--- src/rtl/core_wb_arbiter.sv ---
// core_wb_arbiter: two-master (M0 = instruction fetch, M1 = data memory) to
// one-slave Wishbone classic arbiter. Round-robin grant, held for as long as
// the granted master keeps cyc high. A release hands the bus straight to a
// waiting master with no idle cycle in between.
// Optional watchdog: define CORE_WB_ARB_TIMEOUT_EN to error out a granted
// cycle that stalls for TIMEOUT_CYC strobed cycles without ack/err.
module core_wb_arbiter #(
    parameter int unsigned AW          = 32,
    parameter int unsigned DW          = 32,
    parameter int unsigned TIMEOUT_CYC = 255
) (
    input  logic            clk,
    input  logic            rst_i,
    input  logic            m0_cyc_i,
    input  logic            m0_stb_i,
    input  logic            m0_we_i,
    input  logic [DW/8-1:0] m0_sel_i,
    input  logic [AW-1:0]   m0_adr_i,
    input  logic [DW-1:0]   m0_dat_i,
    output logic            m0_ack_o,
    output logic            m0_err_o,
    input  logic            m1_cyc_i,
    input  logic            m1_stb_i,
    input  logic            m1_we_i,
    input  logic [DW/8-1:0] m1_sel_i,
    input  logic [AW-1:0]   m1_adr_i,
    input  logic [DW-1:0]   m1_dat_i,
    output logic            m1_ack_o,
    output logic            m1_err_o,
    output logic [DW-1:0]   m_dat_o,
    output logic            s_cyc_o,
    output logic            s_stb_o,
    output logic            s_we_o,
    output logic [DW/8-1:0] s_sel_o,
    output logic [AW-1:0]   s_adr_o,
    output logic [DW-1:0]   s_dat_o,
    input  logic [DW-1:0]   s_dat_i,
    input  logic            s_ack_i,
    input  logic            s_err_i,
    output logic [1:0]      gnt_o
);

    typedef enum logic [1:0] {
        IDLE   = 2'd0,
        GNT_M0 = 2'd1,
        GNT_M1 = 2'd2
    } state_t;

    state_t state;
    state_t state_nxt;
    logic   last_gnt;       // 0: M0 was granted last, 1: M1
    logic   last_gnt_nxt;
    logic   tmo;            // watchdog fires in this cycle

`ifdef CORE_WB_ARB_TIMEOUT_EN
    localparam int unsigned CW = 16;
    logic [CW-1:0] tmo_cnt;

    assign tmo = (state != IDLE) && (tmo_cnt == CW'(TIMEOUT_CYC));

    // Stall counter: cleared by any grant change or slave response, counts strobed stall cycles
    always_ff @(posedge clk or posedge rst_i) begin
        if (rst_i) begin
            tmo_cnt <= '0;
        end else if ((state_nxt != state) || s_ack_i || s_err_i || tmo) begin
            tmo_cnt <= '0;
        end else if (s_cyc_o && s_stb_o) begin
            tmo_cnt <= tmo_cnt + 1'b1;
        end
    end
`else
    localparam int unsigned TIMEOUT_UNUSED = TIMEOUT_CYC;
    assign tmo = 1'b0;
`endif

    // State and round-robin history registers
    always_ff @(posedge clk or posedge rst_i) begin
        if (rst_i) begin
            state    <= IDLE;
            last_gnt <= 1'b0;
        end else begin
            state    <= state_nxt;
            last_gnt <= last_gnt_nxt;
        end
    end

    // Next grant: round-robin from IDLE, hold while cyc, hand over directly on release
    always_comb begin
        state_nxt    = state;
        last_gnt_nxt = last_gnt;
        case (state)
            IDLE: begin
                if (m0_cyc_i && m1_cyc_i) begin
                    state_nxt = last_gnt ? GNT_M0 : GNT_M1;
                end else if (m0_cyc_i) begin
                    state_nxt = GNT_M0;
                end else if (m1_cyc_i) begin
                    state_nxt = GNT_M1;
                end
            end
            GNT_M0: begin
                if (!m0_cyc_i || tmo) begin
                    last_gnt_nxt = 1'b0;
                    state_nxt    = m1_cyc_i ? GNT_M1 : IDLE;
                end
            end
            GNT_M1: begin
                if (!m1_cyc_i || tmo) begin
                    last_gnt_nxt = 1'b1;
                    state_nxt    = m0_cyc_i ? GNT_M0 : IDLE;
                end
            end
            default: state_nxt = IDLE;
        endcase
    end

    // Slave-side mux and response routing, purely from the registered state
    always_comb begin
        s_cyc_o  = 1'b0;
        s_stb_o  = 1'b0;
        s_we_o   = 1'b0;
        s_sel_o  = '0;
        s_adr_o  = '0;
        s_dat_o  = '0;
        m0_ack_o = 1'b0;
        m0_err_o = 1'b0;
        m1_ack_o = 1'b0;
        m1_err_o = 1'b0;
        gnt_o    = 2'b00;
        case (state)
            GNT_M0: begin
                s_cyc_o  = m0_cyc_i;
                s_stb_o  = m0_stb_i && !tmo;
                s_we_o   = m0_we_i;
                s_sel_o  = m0_sel_i;
                s_adr_o  = m0_adr_i;
                s_dat_o  = m0_dat_i;
                m0_ack_o = s_ack_i;
                m0_err_o = s_err_i || tmo;
                gnt_o    = 2'b01;
            end
            GNT_M1: begin
                s_cyc_o  = m1_cyc_i;
                s_stb_o  = m1_stb_i && !tmo;
                s_we_o   = m1_we_i;
                s_sel_o  = m1_sel_i;
                s_adr_o  = m1_adr_i;
                s_dat_o  = m1_dat_i;
                m1_ack_o = s_ack_i;
                m1_err_o = s_err_i || tmo;
                gnt_o    = 2'b10;
            end
            default: ;
        endcase
    end

    assign m_dat_o = s_dat_i;

endmodule

--- config.mk ---
export PLATFORM = sky130hd
export DESIGN_NAME = core_wb_arbiter
export DESIGN_NICKNAME = d
export VERILOG_FILES = /design/src/rtl/core_wb_arbiter.sv
export SDC_FILE = /design/constraint.sdc
export NUM_CORES = 1
export LEC_CHECK = 0
export BUFFER_PORTS_ARGS = -buffer_cell sky130_fd_sc_hd__buf_2
export CAP_MARGIN = 15
export CORE_AREA = 2 2 112 114
export DETAILED_ROUTE_END_ITERATION = 10
export DIE_AREA = 0 0 114 116
export PLACE_DENSITY_LB_ADDON = 0.12
export RECOVER_POWER = 100
export SETUP_SLACK_MARGIN = 0.5
export SLEW_MARGIN = 20
export SYNTH_ARGS = -nofsm -noshare
export SYNTH_HDL_FRONTEND = slang
export SYNTH_SLANG_ARGS = --single-unit
--- constraint.sdc ---
create_clock -name clk -period 2.3 [get_ports clk]
set_input_delay 0.23 -clock clk [delete_from_list [all_inputs] [get_ports clk]]
set_output_delay 0.23 -clock clk [all_outputs]
set_load 0.05 [all_outputs]
Yosys cells after proc, flatten, opt, wreduce, memory -nomap -nowiden
Index checks and enable logic that the tools add are counted.
{"block": "op_classes", "eq_ne": 5, "n_mux": 23, "reduce_logical": 5}
{"op": "$pmux W32 S2", "n": 2}
{"op": "$mux W2", "n": 7}
{"op": "$pmux W1 S2", "n": 4}
{"op": "$pmux W4 S2", "n": 1}
{"op": "$mux W1", "n": 7}
{"op": "$pmux W2 S3", "n": 1}
{"op": "$reduce_and A3 Y1", "n": 2}
{"op": "$ne A2 B2 Y1 const B", "n": 2}
{"op": "$ne A4 B4 Y1 const B", "n": 1}
{"op": "$pmux W2 S2", "n": 1}
{"op": "$eq A2 B1 Y1 const B", "n": 1}
{"op": "$eq A2 B2 Y1 const B", "n": 1}
{"op": "$logic_not A2 Y1", "n": 1}
{"op": "$reduce_bool A2 Y1", "n": 1}
{"op": "$logic_and A1 B1 Y1", "n": 1}
{"block": "word_totals", "regBits": 3, "in_bits": 178, "wordCells": 35}

Logic depth before layout (Yosys ltp)
Gate-level depths: netlist of run 1.
{"block": "depth", "depth_word": 4, "depth_mapped": 6, "mapped_depth_nobuf": 5}

Worst setup path before layout of run 1
OpenSTA, ideal clock, no wires.
{"block": "synth_path", "kind": "reg2out", "startpoint": "register state[0]", "endpoint": "output s_adr_o[0]", "arrival_time_ns": 1.916, "required_ns": 2.070, "slack_ns": 0.154, "path_stages_with_launch": 7, "n_path_buf": 2, "cell_sequence": "dfrtp_1 -> inv_1 -> ha_1 -> buf_2 -> clkbuf_1 -> a22oi_1 -> nor2b_1"}
{"block": "synth_between", "elab_chain_cells": 2, "elab_cells_between_ends": 3}
{"element": "start, declared", "line": "49", "rtl": "state_t state;"}
{"element": "start signal, assigned", "line": "82", "rtl": "state <= state_nxt;"}
{"element": "$eq A2 B2 Y1 or $eq A2 B1 Y1 (tied branches)", "line": "130", "rtl": "case (state)"}
{"element": "$pmux W32 S2 *", "line": "130"}
{"element": "end, declared", "line": "35", "rtl": "output logic [AW-1:0] s_adr_o,"}
Every way passes the cells marked *; elsewhere a longest branch is shown, timed or not.

Worst setup path after layout of run 1
{"block": "layout_path", "startpoint": "register state[1]", "endpoint": "output s_adr_o[3]"}
The elaborated chain is that of the path after synthesis.

==> impl_results.md, run 1 <==
* Outcome: complete, no violations
* CTS tree: done
* Largest net degree at the start of global routing at 37
* Antenna diodes at 0
* Layout cells sized above 1 at 82.30%
* Detailed Place HPWL at 5.821 mm
* Relative slew margins at 59.55%
* Top cells by area, synth: a22oi_1 (32%), nor2b_1 (27%), buf_4 (16%), dfrtp_1 (4.6%), ha_1 (4.6%)
* Simple-gate share of the synthesized area at 31.49%
* DR vias at 2599
* Antenna violations before repair at 0
* CP max stage delay at 0.44 ns
* Overall die width at 114 um
* R2R depth at 8
* Fin. Hold Viols at 0
* Reg2reg start: state[1]
* Commonest cells after routing, fill and taps aside: buf_2 (145), a22oi_1 (51), buf_6 (39), nor2b_2 (37), nor2b_4 (33)
* Fin crit share at 88.08%
* Fraction of registers with async set/reset at 100.0%
* Port bufs at 222
* Max_cap viols at 0
* Maximum clock rate at 493.6 MHz
* Power Total at 6.897 mW
* Crit path DAT at 1.80 ns
* Core Area at 0.01191 sq mm
* Vias/cell at 4.466
* Power density cells at 1688 mW/mm^2
* Worst-Margin Slew at 0.6093 ns
* CP Max Fanout at 13
* Post-place setup slack at 0.3910 ns
* Final Skew at 0.0008295 ns
* Setup ws final at 0.2741 ns
* CP Buf/Inv Count at 4
* Min Tclk post-route at 2.026 ns
* CP required at 2.07 ns
* Drt pass-1 iters at 4
* Crit path kind: flip-flop to output port
* DRT antenna net count at 0
* Nature of the critical path startpoint: flip-flop
* Clk sinks at 3
* Count of pins over their slew limit at 0
* Hold path endpoint: state[0]
* RR Endpoint: state[0]
* Row cnt at 40
* Critical path, cell by cell: inv_4 -> ha_4 -> buf_12 -> buf_16 -> a22oi_1 -> nor2b_2 -> clkbuf_2
* # setup viols final at 0
* Design area at 0.004086 sq mm
* Drt drc at 0
* Die height at 116 um
* Slowest CP cell: dfrtp_1
* FF-to-FF setup slack at 0.42 ns
* Post-synthesis cell type count at 25
* Seq cells post-synth at 3
* Top-level port count at 287
* Setup TNS at 0 ns
* P_leak at 1.884 nW
* Delay-heaviest family, CP: buffers and inverters
* Max H-tree Level at 1
* EDFF count, synth at 0
* Minimum hold slack at 0.3368 ns
* Area after DPL at 0.003008 sq mm
* Initial DRC count at 52
* Compound-gate portion of the synthesized area at 36.02%
* Clock buffer depth at 2
* RSZ-0062 raised after global routing: yes
* Hold Path Depth at 3
* Largest family of logic cells by synthesized area: compound AO/OA/AOI/OAI gates
* Post-synthesis mux area share at 0.9195%
* Area share of the largest cell type after synthesis at 32.18%
* Crit. End Element: output port
* Wire length per cell at 17.31 um
* GR Overflow Total at 0
* Ys flop type: dfrtp_1
* Root cell of the clock tree: clkbuf_16
* Area share of fa/ha/maj cells after synthesis at 4.598%
* Fin nets at 620
* Vias in the first global route at 2532
* Mapped Area at 0.001633 sq mm
* Initial Utilization at 13.71%
* Commonest non-fill, non-tap cell in the layout: buf_2
* Layout area overhead at 150.3%
* Tightest Hold Check Type: input port to flip-flop
* First-pass GRT wire length at 12.82 mm
* Clock-pin slew on the worst setup and hold paths at 0.03 ns
* GP Congestion at 0.7352
* HP Start: m0_cyc_i
* Syn Area/Cell at 7.130 sq um
* Mapped Cells at 229
* Xor/xnor cell area share of the yosys netlist at 0%
* Synth warn at 0
* Clk_lat worst skew at 0.22 ns
* Cts bufs inserted at 3
* Syn nets at 413
* Synth area leader: a22oi_1
* Die area at 0.01322 sq mm
* Peak supply drop at 595.4 uV
* Sequential-to-total area share from yosys stat at 4.598%
* All-Layer GR Usage at 12.40%
* Final WL at 10.08 mm
==> worst max-delay path by stage <==
stage / slack, ns / start / cells after the start / end
finish: 0.27 / state[1] / 7 / s_adr_o[3]
global route: 0.18 / state[0] / 7 / s_adr_o[3]
CTS: 0.39 / state[0] / 5 / s_dat_o[16]
detailed placement: 0.39 / state[0] / 5 / s_adr_o[24]
global placement: 0.40 / state[0] / 6 / s_dat_o[24]
floorplan: 0.40 / state[0] / 6 / s_adr_o[0]
==> worst reg2reg max path, delay by kind of cell, from the launching register on <==
family / cells / cell delay [ns]
simple gates: 1 / 0.05
buf+inv: 4 / 0.49
compound gates: 2 / 0.56
flops: 1 / 0.45
fa+ha+maj: 1 / 0.21
==> report_power, final <==
part	switching, mW	internal, mW
Clock	0.0482	0.229
Sequential	0.0355	0.0772
Combinational	3.53	2.98
==> Yosys cell counts (2+ instances only) <==
cell type and count:
a22oi_1 70, nor2b_1 70, buf_4 34, clkbuf_1 11, buf_2 10, ha_1 6, and2_1 4, inv_1 4
dfrtp_1 3, a21oi_1 2
==> routing by layer <==
layer	track usage, %	vias up	routed length, um
li1	-	1208	-
met1	12.54	1221	3495
met2	26.19	146	5669
met3	1.308	24	678
met4	3.740	0	233
met5	0	-	0
==> area by class of cell <==
class	count	area (sq um)
fillers	1269	7825
repair buffers	258	2048
multi-input cells	166	1680
well taps	147	183.9
clock buffers	4	78.83
flip-flops and latches	3	75.07
inverters	4	20.02
==> per-stage QoR <==
stage          utilization, %  std cells
6_report                34.31        582
5_1_grt                 34.31        582
4_1_cts                 33.57        567
3_5_place_dp            25.25        548
3_3_place_gp            25.25        548
2_1_floorplan               -        229
==> cell families after synthesis <==
family                     after synthesis
buffers and inverters                   60
and+or+nand+nor                         81
DFF                                      3
adders and majority gates                6
AOI/OAI and AO/OA                       78
muxes                                    1
==> registers in the layout, summed over array words and instances, names as in the netlist <==
signal    flops
state         2
last_gnt      1
==> repair_timing <==
item | in CTS | in global routing
endpoints found under the setup margin | 74 | 74
cloned | 7 | 7
hold endpoints to repair | 3 | 0
pin swaps | 5 | 9
hold buffers | 1 | 0
resized for setup | 182 | 59
buffers inserted | 7 | 8
(Power assumes the default switching activity.)
==> run 2: changes to the inputs <==
==> constraint.sdc (replaced) <==
create_clock -name clk -period 2.3 [get_ports clk]
set_input_delay 0.23 -clock clk [delete_from_list [all_inputs] [get_ports clk]]
set_output_delay 0.23 -clock clk [all_outputs]
set_load 0.02 [all_outputs]
==> impl_results.md, run 2 (synthesis gave the netlist of run 1 again) <==
* Maximum clock rate at 499.5 MHz (+1.2%)
* R2R depth at 7 (-1)
* Clk sinks at 3 (unchanged)
* Gate power share at 92.1% (-2.2 points)
* Fin crit share at 87.05% (-1.0 points)
* CP Max Fanout at 5 (-8)
* Detailed Place HPWL at 5.913 mm (+1.6%)
* Layout cells sized above 1 at 56.98% (-25 points)
* Drt pass-1 iters at 4 (unchanged)
* Fin. Hold Viols at 0 (unchanged)
* Initial DRC count at 67 (+29%)
* FF-to-FF setup slack at 0.47 ns (+0.05 ns)
* CP required at 2.07 ns (about the same)
* DRT antenna net count at 0 (unchanged)
* Final Skew at 0.0003265 ns (-0.0005030 ns)
* Fin nets at 622 (+0.32%)
* P_leak at 1.504 nW (-20%)
* Initial Utilization at 13.71% (unchanged)
* Setup TNS at 0 ns (unchanged)
* Clock-pin slew on the worst setup and hold paths at 0.03 ns (about the same)
* Power density cells at 1396 mW/mm^2 (-17%)
* CTS tree: done
* Placed cells at 548 (unchanged)
* Min Tclk post-route at 2.002 ns (-0.02383 ns)
* Peak supply drop at 450.5 uV (-24%)
* Hold Path Depth at 3 (unchanged)
* Clk_lat worst skew at 0.22 ns (about the same)
* Tightest Hold Check Type: input port to flip-flop
* Largest net degree at the start of global routing at 30 (-19%)
* Crit path kind: flip-flop to output port
* Cell internal pwr at 2.543 mW (-23%)
* Crit path DAT at 1.77 ns (-0.03 ns)
* Port bufs at 222 (unchanged)
* All-Layer GR Usage at 11.54% (-0.85 points)
* Overall die width at 114 um (unchanged)
* DR vias at 2555 (-1.7%)
* Count of pins over their slew limit at 0 (unchanged)
* GP Congestion at 0.6993 (-4.9%)
* Antenna diodes at 0 (unchanged)
* Max H-tree Level at 1 (unchanged)
* Crit. End Element: output port
* Sw Ratio at 47.85% (-4.6 points)
* Hold path endpoint: state[0]
* Net Sw Power at 2.333 mW (-35%)
* Flop pwr share at 2.3% (+0.7 points)
* Flip-flop count of the largest register after layout at 2 (unchanged)
* Vias in the first global route at 2373 (-6.3%)
* Commonest cells after routing, fill and taps aside: buf_2 (152), nor2b_1 (69), clkbuf_1 (57), a22oi_1 (40), a22oi_2 (31)
* Layout area overhead at 113.9%
* Largest Register: state
* Row cnt at 40 (unchanged)
* Die area at 0.01322 sq mm (unchanged)
* Filler-free cell count of the finished design at 584 (+0.34%)
* Final WL at 10.04 mm (-0.35%)
* Clock Power Share at 5.6% (+1.6 points)
* Outcome: complete, no violations
* Reg2reg start: state[0]
* RSZ-0062 raised after global routing: yes
* Core Area at 0.01191 sq mm (unchanged)
* Minimum hold slack at 0.3559 ns (+0.01916 ns)
* Regs by FF count: state x2, last_gnt x1
* Root cell of the clock tree: clkbuf_16
* Cts bufs inserted at 3 (unchanged)
* Drt drc at 0 (unchanged)
* HP Start: m0_cyc_i
* GR Overflow Total at 0 (unchanged)
* Antenna violations before repair at 0 (unchanged)
* RR Endpoint: state[1]
* Die height at 116 um (unchanged)
* Wire length per cell at 17.19 um (-0.69%)
* Relative slew margins at 80.04% (+20 points)
* Max_cap viols at 0 (unchanged)
* Commonest non-fill, non-tap cell in the layout: buf_2
* Nature of the critical path startpoint: flip-flop
* Vias/cell at 4.375 (-2.0%)
* Top-level port count at 287 (unchanged)
* # setup viols final at 0 (unchanged)
* Worst-Margin Slew at 0.3008 ns (-0.3086 ns)
* First-pass GRT wire length at 12.10 mm (-5.7%)
* Clock buffer depth at 2 (unchanged)
run 2: cell count changes in the layout (fill, tap and decap cells not counted), moves of 11 or more:
cell	previous run	this run
a22oi_1	51	40
a22oi_2	20	31
buf_4	8	26
buf_6	39	2
clkbuf_1	5	57
clkbuf_2	31	0
nor2b_1	0	69
nor2b_2	37	1
nor2b_4	33	0
run 2: power groups by stage:
stage	Clock, mW	Combinational [mW]	Sequential, mW
2_1_floorplan	0	2.15	0.0968
3_3_place_gp	0	2.98	0.104
4_1_cts	0.279	3.83	0.116
6_report	0.274	4.49	0.114
5_1_grt	0.289	4.80	0.119
3_5_place_dp	0	2.98	0.103
run 2: routing by layer:
metal | global-route usage, % | vias to the layer above | routed length (um)
met3 | 1.464 | 18 | 682
met4 | 3.496 | 0 | 131
met1 | 12.64 | 1199 | 3807
met2 | 22.98 | 128 | 5421
li1 | - | 1210 | -
met5 | 0 | - | 0
run 2: worst max path at each step:
stage                     startpoint         end  slack (ns)  depth (start not counted)
after floorplan             state[0]  s_adr_o[0]        0.54                          6
after global placement      state[1]     s_cyc_o        0.54                          6
after detailed placement    state[0]  s_adr_o[0]        0.51                          6
after CTS                   state[1]     s_cyc_o        0.45                          6
after global routing        state[0]     s_cyc_o        0.21                          6
final                       state[0]     s_cyc_o        0.30                          6
run 2: critical path, cell delays in order, from the launching register on:
cell	delay (ns)
dfrtp_1	0.45
inv_4	0.09
buf_4	0.14
ha_1	0.27
a22oi_1	0.24
and2b_1	0.21
buf_2	0.16
run 2: repair_timing:
| item | CTS | global route |
|---|---|---|
| hold endpoints to repair | 3 | 0 |
| endpoints found under the setup margin | 73 | 72 |
| buffers inserted | 6 | 9 |
| pin swaps | 1 | 11 |
| gates resized for setup | 60 | 72 |
| gates cloned | 6 | 10 |
| hold buffers | 1 | 0 |
run 2: cell type report:
cell class / instances / area [sq um]
inverter: 4 / 20.02
sequential: 3 / 75.07
clock buffer: 4 / 78.83
timing repair buffer: 260 / 1744
tap: 147 / 183.9
multi-input combinational: 166 / 1390
fill: 1355 / 8419
run 2: metrics by stage:
stage | util, % | worst slack (ns) | power, mW | area, sq um
after floorplan | - | 0.5383 | 2.251 | 1633
after global placement | 22.29 | 0.5407 | 3.088 | 2655
after detailed placement | 22.29 | 0.5127 | 3.087 | 2655
after CTS | 26.46 | 0.4498 | 4.228 | 3152
after global routing | 29.32 | 0.2097 | 5.213 | 3492
final | 29.32 | 0.2980 | 4.876 | 3492
